===== src/rtl/pent_ram_pkg.sv =====
// Shared types and constants for the Pentagon-style RAM arbiter: FSM state
// encoding, video slot indices, sub-phase markers and bus widths.
package pent_ram_pkg;

  localparam int unsigned RAM_AW = 19;
  localparam int unsigned RAM_DW = 8;

  localparam logic [1:0] SLOT_VPIX = 2'd0;
  localparam logic [1:0] SLOT_VATR = 2'd1;

  localparam logic [1:0] SUB_WE_START = 2'd1;
  localparam logic [1:0] SUB_WE_END   = 2'd2;
  localparam logic [1:0] SUB_CAPTURE  = 2'd3;

  typedef enum logic [2:0] {
    ST_IDLE   = 3'd0,
    ST_VPIX   = 3'd1,
    ST_VATR   = 3'd2,
    ST_CPU_RD = 3'd3,
    ST_CPU_WR = 3'd4
  } arb_state_t;

  function automatic logic is_cpu_state(input arb_state_t s);
    return (s == ST_CPU_RD) || (s == ST_CPU_WR);
  endfunction

endpackage


===== src/rtl/pent_slot_cnt.sv =====
// Free-running 16-clock phase counter split into four 4-clock slots; also
// flags the last clock of the period so the arbiter can sample vid_en there.
module pent_slot_cnt (
  input  logic       i_clk,
  input  logic       i_rst,
  output logic [1:0] o_slot,
  output logic [1:0] o_sub,
  output logic       o_period_last
);

  logic [3:0] r_ph;

  always_ff @(posedge i_clk) begin
    if (i_rst) begin
      r_ph <= 4'd0;
    end else begin
      r_ph <= r_ph + 4'd1;
    end
  end

  assign o_slot        = r_ph[3:2];
  assign o_sub         = r_ph[1:0];
  assign o_period_last = (r_ph == 4'hF);

endmodule


===== src/rtl/pent_ram_arb.sv =====
// Time-sliced RAM arbiter: two video fetch slots and CPU slots per 16 clocks.
// Define PENT_RAM_ARB_WAIT_EN to drive cpu_wait_n low while a request queues.
module pent_ram_arb
  import pent_ram_pkg::*;
(
  input  logic              clk14m,
  input  logic              rst,
  input  logic              cpu_req,
  input  logic              cpu_we,
  input  logic [RAM_AW-1:0] cpu_addr,
  input  logic [RAM_DW-1:0] cpu_wdata,
  output logic [RAM_DW-1:0] cpu_rdata,
  output logic              cpu_ack,
  output logic              cpu_wait_n,
  input  logic              vid_en,
  input  logic [RAM_AW-1:0] vid_pix_addr,
  input  logic [RAM_AW-1:0] vid_atr_addr,
  output logic [RAM_DW-1:0] vid_pix,
  output logic [RAM_DW-1:0] vid_atr,
  output logic              vid_strobe,
  output logic [RAM_AW-1:0] ram_addr,
  output logic [RAM_DW-1:0] ram_dout,
  input  logic [RAM_DW-1:0] ram_din,
  output logic              ram_oe,
  output logic              ram_cs_n,
  output logic              ram_we_n
);

  logic [1:0]        w_slot;
  logic [1:0]        w_sub;
  logic              w_period_last;
  logic [1:0]        w_slot_nxt;
  logic [1:0]        w_sub_nxt;
  logic              w_capture;
  logic              w_done;
  logic              w_vid_act_nxt;
  arb_state_t        w_state_nxt;
  logic [RAM_AW-1:0] w_addr_nxt;
  logic [RAM_DW-1:0] w_dout_nxt;

  arb_state_t        r_state;
  logic              r_vid_act;
  logic              r_armed;
  logic [RAM_AW-1:0] r_addr;
  logic [RAM_DW-1:0] r_dout;
  logic [RAM_DW-1:0] r_rdata;
  logic [RAM_DW-1:0] r_pix;
  logic [RAM_DW-1:0] r_atr;
  logic              r_ack;
  logic              r_strobe;
  logic              r_cs_n;
  logic              r_we_n;
  logic              r_oe;

  pent_slot_cnt u_slot_cnt (
    .i_clk         (clk14m),
    .i_rst         (rst),
    .o_slot        (w_slot),
    .o_sub         (w_sub),
    .o_period_last (w_period_last)
  );

  assign w_slot_nxt = w_slot + 2'd1;
  assign w_sub_nxt  = w_sub + 2'd1;
  assign w_capture  = (w_sub == SUB_CAPTURE);
  assign w_done     = is_cpu_state(r_state) && w_capture;

  // Next-slot decision is made on the last clock of the current slot so the
  // registered RAM strobes are already valid in the first clock of the slot.
  // A finishing CPU access blocks an immediate regrant on a still-held request.
  always_comb begin
    w_vid_act_nxt = w_period_last ? vid_en : r_vid_act;
    w_state_nxt   = r_state;
    w_addr_nxt    = r_addr;
    w_dout_nxt    = r_dout;
    if (w_capture) begin
      if (w_vid_act_nxt && (w_slot_nxt == SLOT_VPIX)) begin
        w_state_nxt = ST_VPIX;
        w_addr_nxt  = vid_pix_addr;
      end else if (w_vid_act_nxt && (w_slot_nxt == SLOT_VATR)) begin
        w_state_nxt = ST_VATR;
        w_addr_nxt  = vid_atr_addr;
      end else if (cpu_req && r_armed && !w_done) begin
        w_state_nxt = cpu_we ? ST_CPU_WR : ST_CPU_RD;
        w_addr_nxt  = cpu_addr;
        if (cpu_we) begin
          w_dout_nxt = cpu_wdata;
        end
      end else begin
        w_state_nxt = ST_IDLE;
      end
    end
  end

  always_ff @(posedge clk14m) begin
    if (rst) begin
      r_state   <= ST_IDLE;
      r_vid_act <= 1'b0;
      r_armed   <= 1'b1;
      r_addr    <= '0;
      r_dout    <= '0;
      r_rdata   <= '0;
      r_pix     <= '0;
      r_atr     <= '0;
      r_ack     <= 1'b0;
      r_strobe  <= 1'b0;
      r_cs_n    <= 1'b1;
      r_we_n    <= 1'b1;
      r_oe      <= 1'b0;
    end else begin
      r_state   <= w_state_nxt;
      r_vid_act <= w_vid_act_nxt;
      r_addr    <= w_addr_nxt;
      r_dout    <= w_dout_nxt;
      r_cs_n    <= (w_state_nxt == ST_IDLE);
      r_oe      <= (w_state_nxt == ST_CPU_WR);
      r_we_n    <= !((w_state_nxt == ST_CPU_WR) &&
                     (w_sub_nxt >= SUB_WE_START) && (w_sub_nxt <= SUB_WE_END));
      r_ack     <= w_done;
      r_strobe  <= (r_state == ST_VATR) && w_capture;
      if (w_capture) begin
        case (r_state)
          ST_VPIX:   r_pix   <= ram_din;
          ST_VATR:   r_atr   <= ram_din;
          ST_CPU_RD: r_rdata <= ram_din;
          default:   ;
        endcase
      end
      // Re-arm only after the CPU has let go of its request.
      if (w_done) begin
        r_armed <= 1'b0;
      end else if (!cpu_req) begin
        r_armed <= 1'b1;
      end
    end
  end

`ifdef PENT_RAM_ARB_WAIT_EN
  assign cpu_wait_n = !(cpu_req && r_armed && !is_cpu_state(r_state) && !rst);
`else
  assign cpu_wait_n = 1'b1;
`endif

  assign cpu_rdata  = r_rdata;
  assign cpu_ack    = r_ack;
  assign vid_pix    = r_pix;
  assign vid_atr    = r_atr;
  assign vid_strobe = r_strobe;
  assign ram_addr   = r_addr;
  assign ram_dout   = r_dout;
  assign ram_oe     = r_oe;
  assign ram_cs_n   = r_cs_n;
  assign ram_we_n   = r_we_n;

endmodule


===== config.mk =====
export PLATFORM = sky130hd
export DESIGN_NAME = pent_ram_arb
export DESIGN_NICKNAME = d
export VERILOG_FILES = /design/src/rtl/pent_ram_pkg.sv /design/src/rtl/pent_slot_cnt.sv /design/src/rtl/pent_ram_arb.sv
export SDC_FILE = /design/constraint.sdc
export NUM_CORES = 1
export LEC_CHECK = 0
export BUFFER_PORTS_ARGS = -buffer_cell sky130_fd_sc_hd__buf_2
export CAP_MARGIN = 10
export CORE_MARGIN = 4
export CORE_UTILIZATION = 30
export DETAILED_ROUTE_END_ITERATION = 16
export GPL_TIMING_DRIVEN = 1
export PLACE_DENSITY = 0.54
export SLEW_MARGIN = 20
export SYNTH_ARGS = -nofsm -noshare
export SYNTH_HDL_FRONTEND = slang
export SYNTH_HIERARCHICAL = 1
export SYNTH_SLANG_ARGS = --single-unit
export TNS_END_PERCENT = 5

===== constraint.sdc =====
create_clock -name clk14m -period 2.4 [get_ports clk14m]
set_input_delay 0.12 -clock clk14m [delete_from_list [all_inputs] [get_ports clk14m]]
set_output_delay 0.12 -clock clk14m [all_outputs]
set_load 0.1 [all_outputs]

==> results.rst <==
.. list-table::
   :header-rows: 1

   * - Metric
     - Value
   * - Outcome
     - complete, no violations
   * - Dominant combinational cell family by area after synthesis
     - simple AND/OR/NAND/NOR gates
   * - Cts bufs inserted
     - 9
   * - Share of the cycle needed by the critical path after routing
     - 94.1%
   * - Height of the die
     - 106 µm
   * - Synth-to-Final Area Change
     - 33.4%
   * - Mapped Area
     - just under 3000 µm²
   * - Number of synthesized register bits
     - 65
   * - First-pass GRT wire length
     - about 14 mm
   * - Latest clock arrival within the worst-skew pair
     - 330 ps
   * - Time the final worst path needs with I/O delays and setup
     - ~2300 ps
   * - Total Neg Setup Slack
     - 0 ps
   * - Setup violations, final
     - 0
   * - Register-to-register setup slack
     - 140 ps
   * - Count of TritonRoute iterations in the first routing pass
     - 4
   * - Std cell rows
     - 35
   * - Relative slew slack
     - 49.2%
   * - Max Clock Freq
     - between 0.4 and 0.5 GHz
   * - Worst Max-Slew Pin Slew
     - 762 ps
   * - Synth Area in Compound Gates
     - between 10% and 20%
   * - Total via count in the routed design
     - 2870
   * - Number of distinct library cell variants in the gate-level netlist after synthesis
     - 47
   * - Via density per instance
     - 4.92
   * - Data required time at the worst endpoint
     - 2670 ps
   * - Worst reg2reg startpoint
     - u_slot_cnt/r_ph[0]$_SDFF_PP0_
   * - Number of cells upsized or downsized after cts
     - 0
   * - Worst reg2reg path depth
     - 6
   * - Routed Wire Length
     - 8.82 mm
   * - Core area
     - 9330 µm²
   * - Number of antenna violations at the first check in global routing
     - 0
   * - Post-synthesis mux area share
     - around a tenth
   * - Number of buffers inserted by port buffering
     - 133
   * - Iter 0 DRT Violations
     - 112
   * - Buffer cell driving the clock tree root
     - sky130_fd_sc_hd__clkbuf_8
   * - Pre-CTS setup slack
     - 162 ps
   * - Max-slew violation total from the final report
     - 0
   * - Count of fill cells added during filler insertion
     - 962
   * - Gp weighted congestion
     - 0.783
   * - Final setup margin
     - 141 ps
   * - Count of maximum capacitance violations
     - 0
   * - Largest voltage drop on the vdd net
     - just over 300 µV
   * - Count of hold-fix buffers inserted at cts
     - 0
   * - Starting density of the core
     - a little over 30%
   * - CP Capture Type
     - flop
   * - Clock tree from TritonCTS
     - yes
   * - Category of the most critical setup path
     - flop to flop
   * - Clock Path Buffers
     - 2
   * - Area post-placement
     - 3710 µm²
   * - Register area share after synthesis
     - 44.8%
   * - Hold Vio Cnt, Final
     - 0
   * - Pin count of the biggest net entering global routing
     - between 40 and 50
   * - Die W
     - 106 µm
   * - Pleak
     - approximately 0.0018 µW
   * - Remaining global-route overflow
     - 0
   * - Number of primary I/O pins
     - about 140
   * - Detail-routed net length per standard cell
     - 15.1 µm
   * - Number of global-route vias before repair
     - 2811
   * - Total clock sinks
     - 65
   * - Post-route cell area
     - 3870 µm²
   * - Total track usage
     - 15.3%
   * - Critical path peak fanout
     - 19
   * - Fraction of final layout cells with drive strength greater than 1
     - 38.5%
   * - Count of buffers added by post-CTS timing repair for setup
     - 0
   * - Mean post-synth cell area
     - between 9 and 10 µm²
   * - Syn_nets
     - 399
   * - Basic-gate share of the synthesized area counting and, or, nand and nor cells
     - 22.4%
   * - RSZ-0062 raised after global routing
     - false
   * - Adder-cell area share of the yosys netlist
     - 0.431%
   * - Path class of the lowest-slack min-delay path
     - input pin to flop
   * - Worst flop-to-flop path endpoint
     - ram_addr[8]$_SDFFE_PP0P_
   * - CTS H-Tree Depth
     - 3
   * - Worst Skew
     - approximately 6.2 ps
   * - Startpoint of the most critical setup path
     - u_slot_cnt/r_ph[0]$_SDFF_PP0_
   * - Power Dens Cells
     - between 500 and 600 nW/µm²
   * - Area share of xor/xnor cells in the synthesized design
     - less than 1%
   * - CP Launch Type
     - flop
   * - Die Outline Area
     - 11300 µm²
   * - Capturing instance or port of the critical path
     - ram_addr[8]$_SDFFE_PP0P_
   * - Antenna diodes
     - 0
   * - Total placed cells including tap cells
     - 568
   * - Data arrival time of the critical path
     - about 2500 ps
   * - Clock-pin slew of the registers on the worst-case setup and hold paths
     - 70 ps
   * - Number of standard cells in the layout, taps in and fillers out
     - 583
   * - Yosys Warn Count
     - 6
   * - Placed wire-length estimate after detailed placement
     - roughly 6.4 mm
   * - Synth Instances
     - 320
   * - Antenna-violating nets left
     - 0
   * - Total number of nets in the final design
     - 529
   * - DRC violations left
     - 0
[worst min-delay path by stage]
stage	start	to	slack (ps)	depth (start not counted)
finish	cpu_wdata[4]	ram_dout[4]$_SDFFE_PP0P_	30	3
global route	cpu_wdata[0]	ram_dout[0]$_SDFFE_PP0P_	30	3
CTS	cpu_wdata[4]	ram_dout[4]$_SDFFE_PP0P_	10	3
detailed placement	cpu_wdata[0]	ram_dout[0]$_SDFFE_PP0P_	380	3
global placement	cpu_wdata[3]	ram_dout[3]$_SDFFE_PP0P_	380	3
floorplan	rst	u_slot_cnt/r_ph[0]$_SDFF_PP0_	190	1
[flip-flops by register name (all words and copies together) (netlist names), 3 cells and up]
| register | cells |
|---|---|
| cpu_rdata | 8 |
| r_state | 3 |
| ram_addr | 19 |
| ram_dout | 8 |
| u_slot_cnt/r_ph | 4 |
| vid_atr | 8 |
| vid_pix | 8 |
[layer usage]
layer	global-route usage, %	vias to the layer above	part of all wire, %
li1	-	1431	-
met1	18.9	1339	44
met2	25.6	92	49
met3	5.28	8	6.7
met4	3.52	0	1.1
met5	0	-	0
[synthesized netlist by cell type, drive strengths merged]
| cell type | n | area, µm² |
|---|---|---|
| clkbuf | 20 | 76.3 |
| nor3b | 1 | 12.5 |
| o211ai | 2 | 15.0 |
| or2 | 1 | 6.26 |
| nand4b | 1 | 8.76 |
| o21ai | 30 | 154 |
| a32o | 19 | 193 |
| and2 | 2 | 13.8 |
| nand2 | 5 | 18.8 |
| xnor2 | 2 | 17.5 |
| xor2 | 1 | 8.76 |
| conb | 1 | 3.75 |
| and3b | 1 | 12.5 |
| a2111oi | 1 | 8.76 |
| nor2 | 33 | 124 |
| o31ai | 1 | 7.51 |
| nand3 | 51 | 255 |
| and3 | 2 | 13.8 |
| inv | 2 | 7.51 |
| nor4b | 2 | 17.5 |
| ha | 1 | 12.5 |
| mux2i | 25 | 254 |
| a21oi | 12 | 63.8 |
| nor2b | 2 | 12.5 |
| nor4 | 1 | 6.26 |
| dfxtp | 65 | 1300 |
| a21bo | 1 | 10.0 |
| mux2 | 2 | 26.3 |
| and4 | 1 | 8.76 |
| or4 | 1 | 8.76 |
| buf | 7 | 61.3 |
| o32ai | 1 | 16.3 |
| or3 | 20 | 125 |
| a21o | 1 | 7.51 |
| o2111ai | 1 | 8.76 |
| nor3 | 1 | 5.00 |
[metrics by stage]
step | power [µW] | hold slack (ps) | utilization (%)
final | 2160 | 34.7 | 41.5
after global routing | 2270 | 25.6 | 41.5
after CTS | 2210 | 12.7 | 41.5
after detailed placement | 1390 | 384 | 39.8
after global placement | 1390 | 381 | 39.8
after floorplan | 1290 | 187 | -
[layout make-up]
class,instances,area [µm²],share of cell area [%]
clock buffer,12,145,3.75
clock inverter,3,17.5,0.452
inverter,2,7.51,0.194
multi-input combinational,226,1480,38.1
sequential,65,1300,33.6
tap,129,161,4.17
timing repair buffer,146,763,19.7
[placed cells by master (no fill, tap or decap), types with 5 or more instances in the layout]
master                       n
sky130_fd_sc_hd__buf_2     133
sky130_fd_sc_hd__dfxtp_1    65
sky130_fd_sc_hd__nand3_1    51
sky130_fd_sc_hd__nor2_1     33
sky130_fd_sc_hd__o21ai_0    29
sky130_fd_sc_hd__mux2i_1    24
sky130_fd_sc_hd__or3_1      20
sky130_fd_sc_hd__a32o_1     17
sky130_fd_sc_hd__buf_4      13
sky130_fd_sc_hd__a21oi_1    11
sky130_fd_sc_hd__clkbuf_8   10
sky130_fd_sc_hd__nand2_1     5
[critical path, cell delays in order, from the launching register on]
cell                      delay (ps)
sky130_fd_sc_hd__dfxtp_1         370
sky130_fd_sc_hd__ha_1            240
sky130_fd_sc_hd__and3_2          240
sky130_fd_sc_hd__mux2i_4         200
sky130_fd_sc_hd__o32ai_2         160
sky130_fd_sc_hd__and3_1          710
sky130_fd_sc_hd__a32o_2          280
[power by group]
group	internal, µW	leakage [µW]	switching (µW)
Sequential	1090	0.000525	12.1
Combinational	88.4	0.00115	174
Clock	394	0.0000822	400
[logic make-up (layout without fill, tap and decap cells)]
family,after synthesis,after routing
AOI/OAI and AO/OA,69,69
xor gates and xnor gates,3,3
adders and majority gates,1,1
buffers and inverters,29,163
DFF,65,65
muxes,27,27
other,1,1
and+or+nand+nor,125,125
No activity file was read; power rests on OpenSTA's default activity.
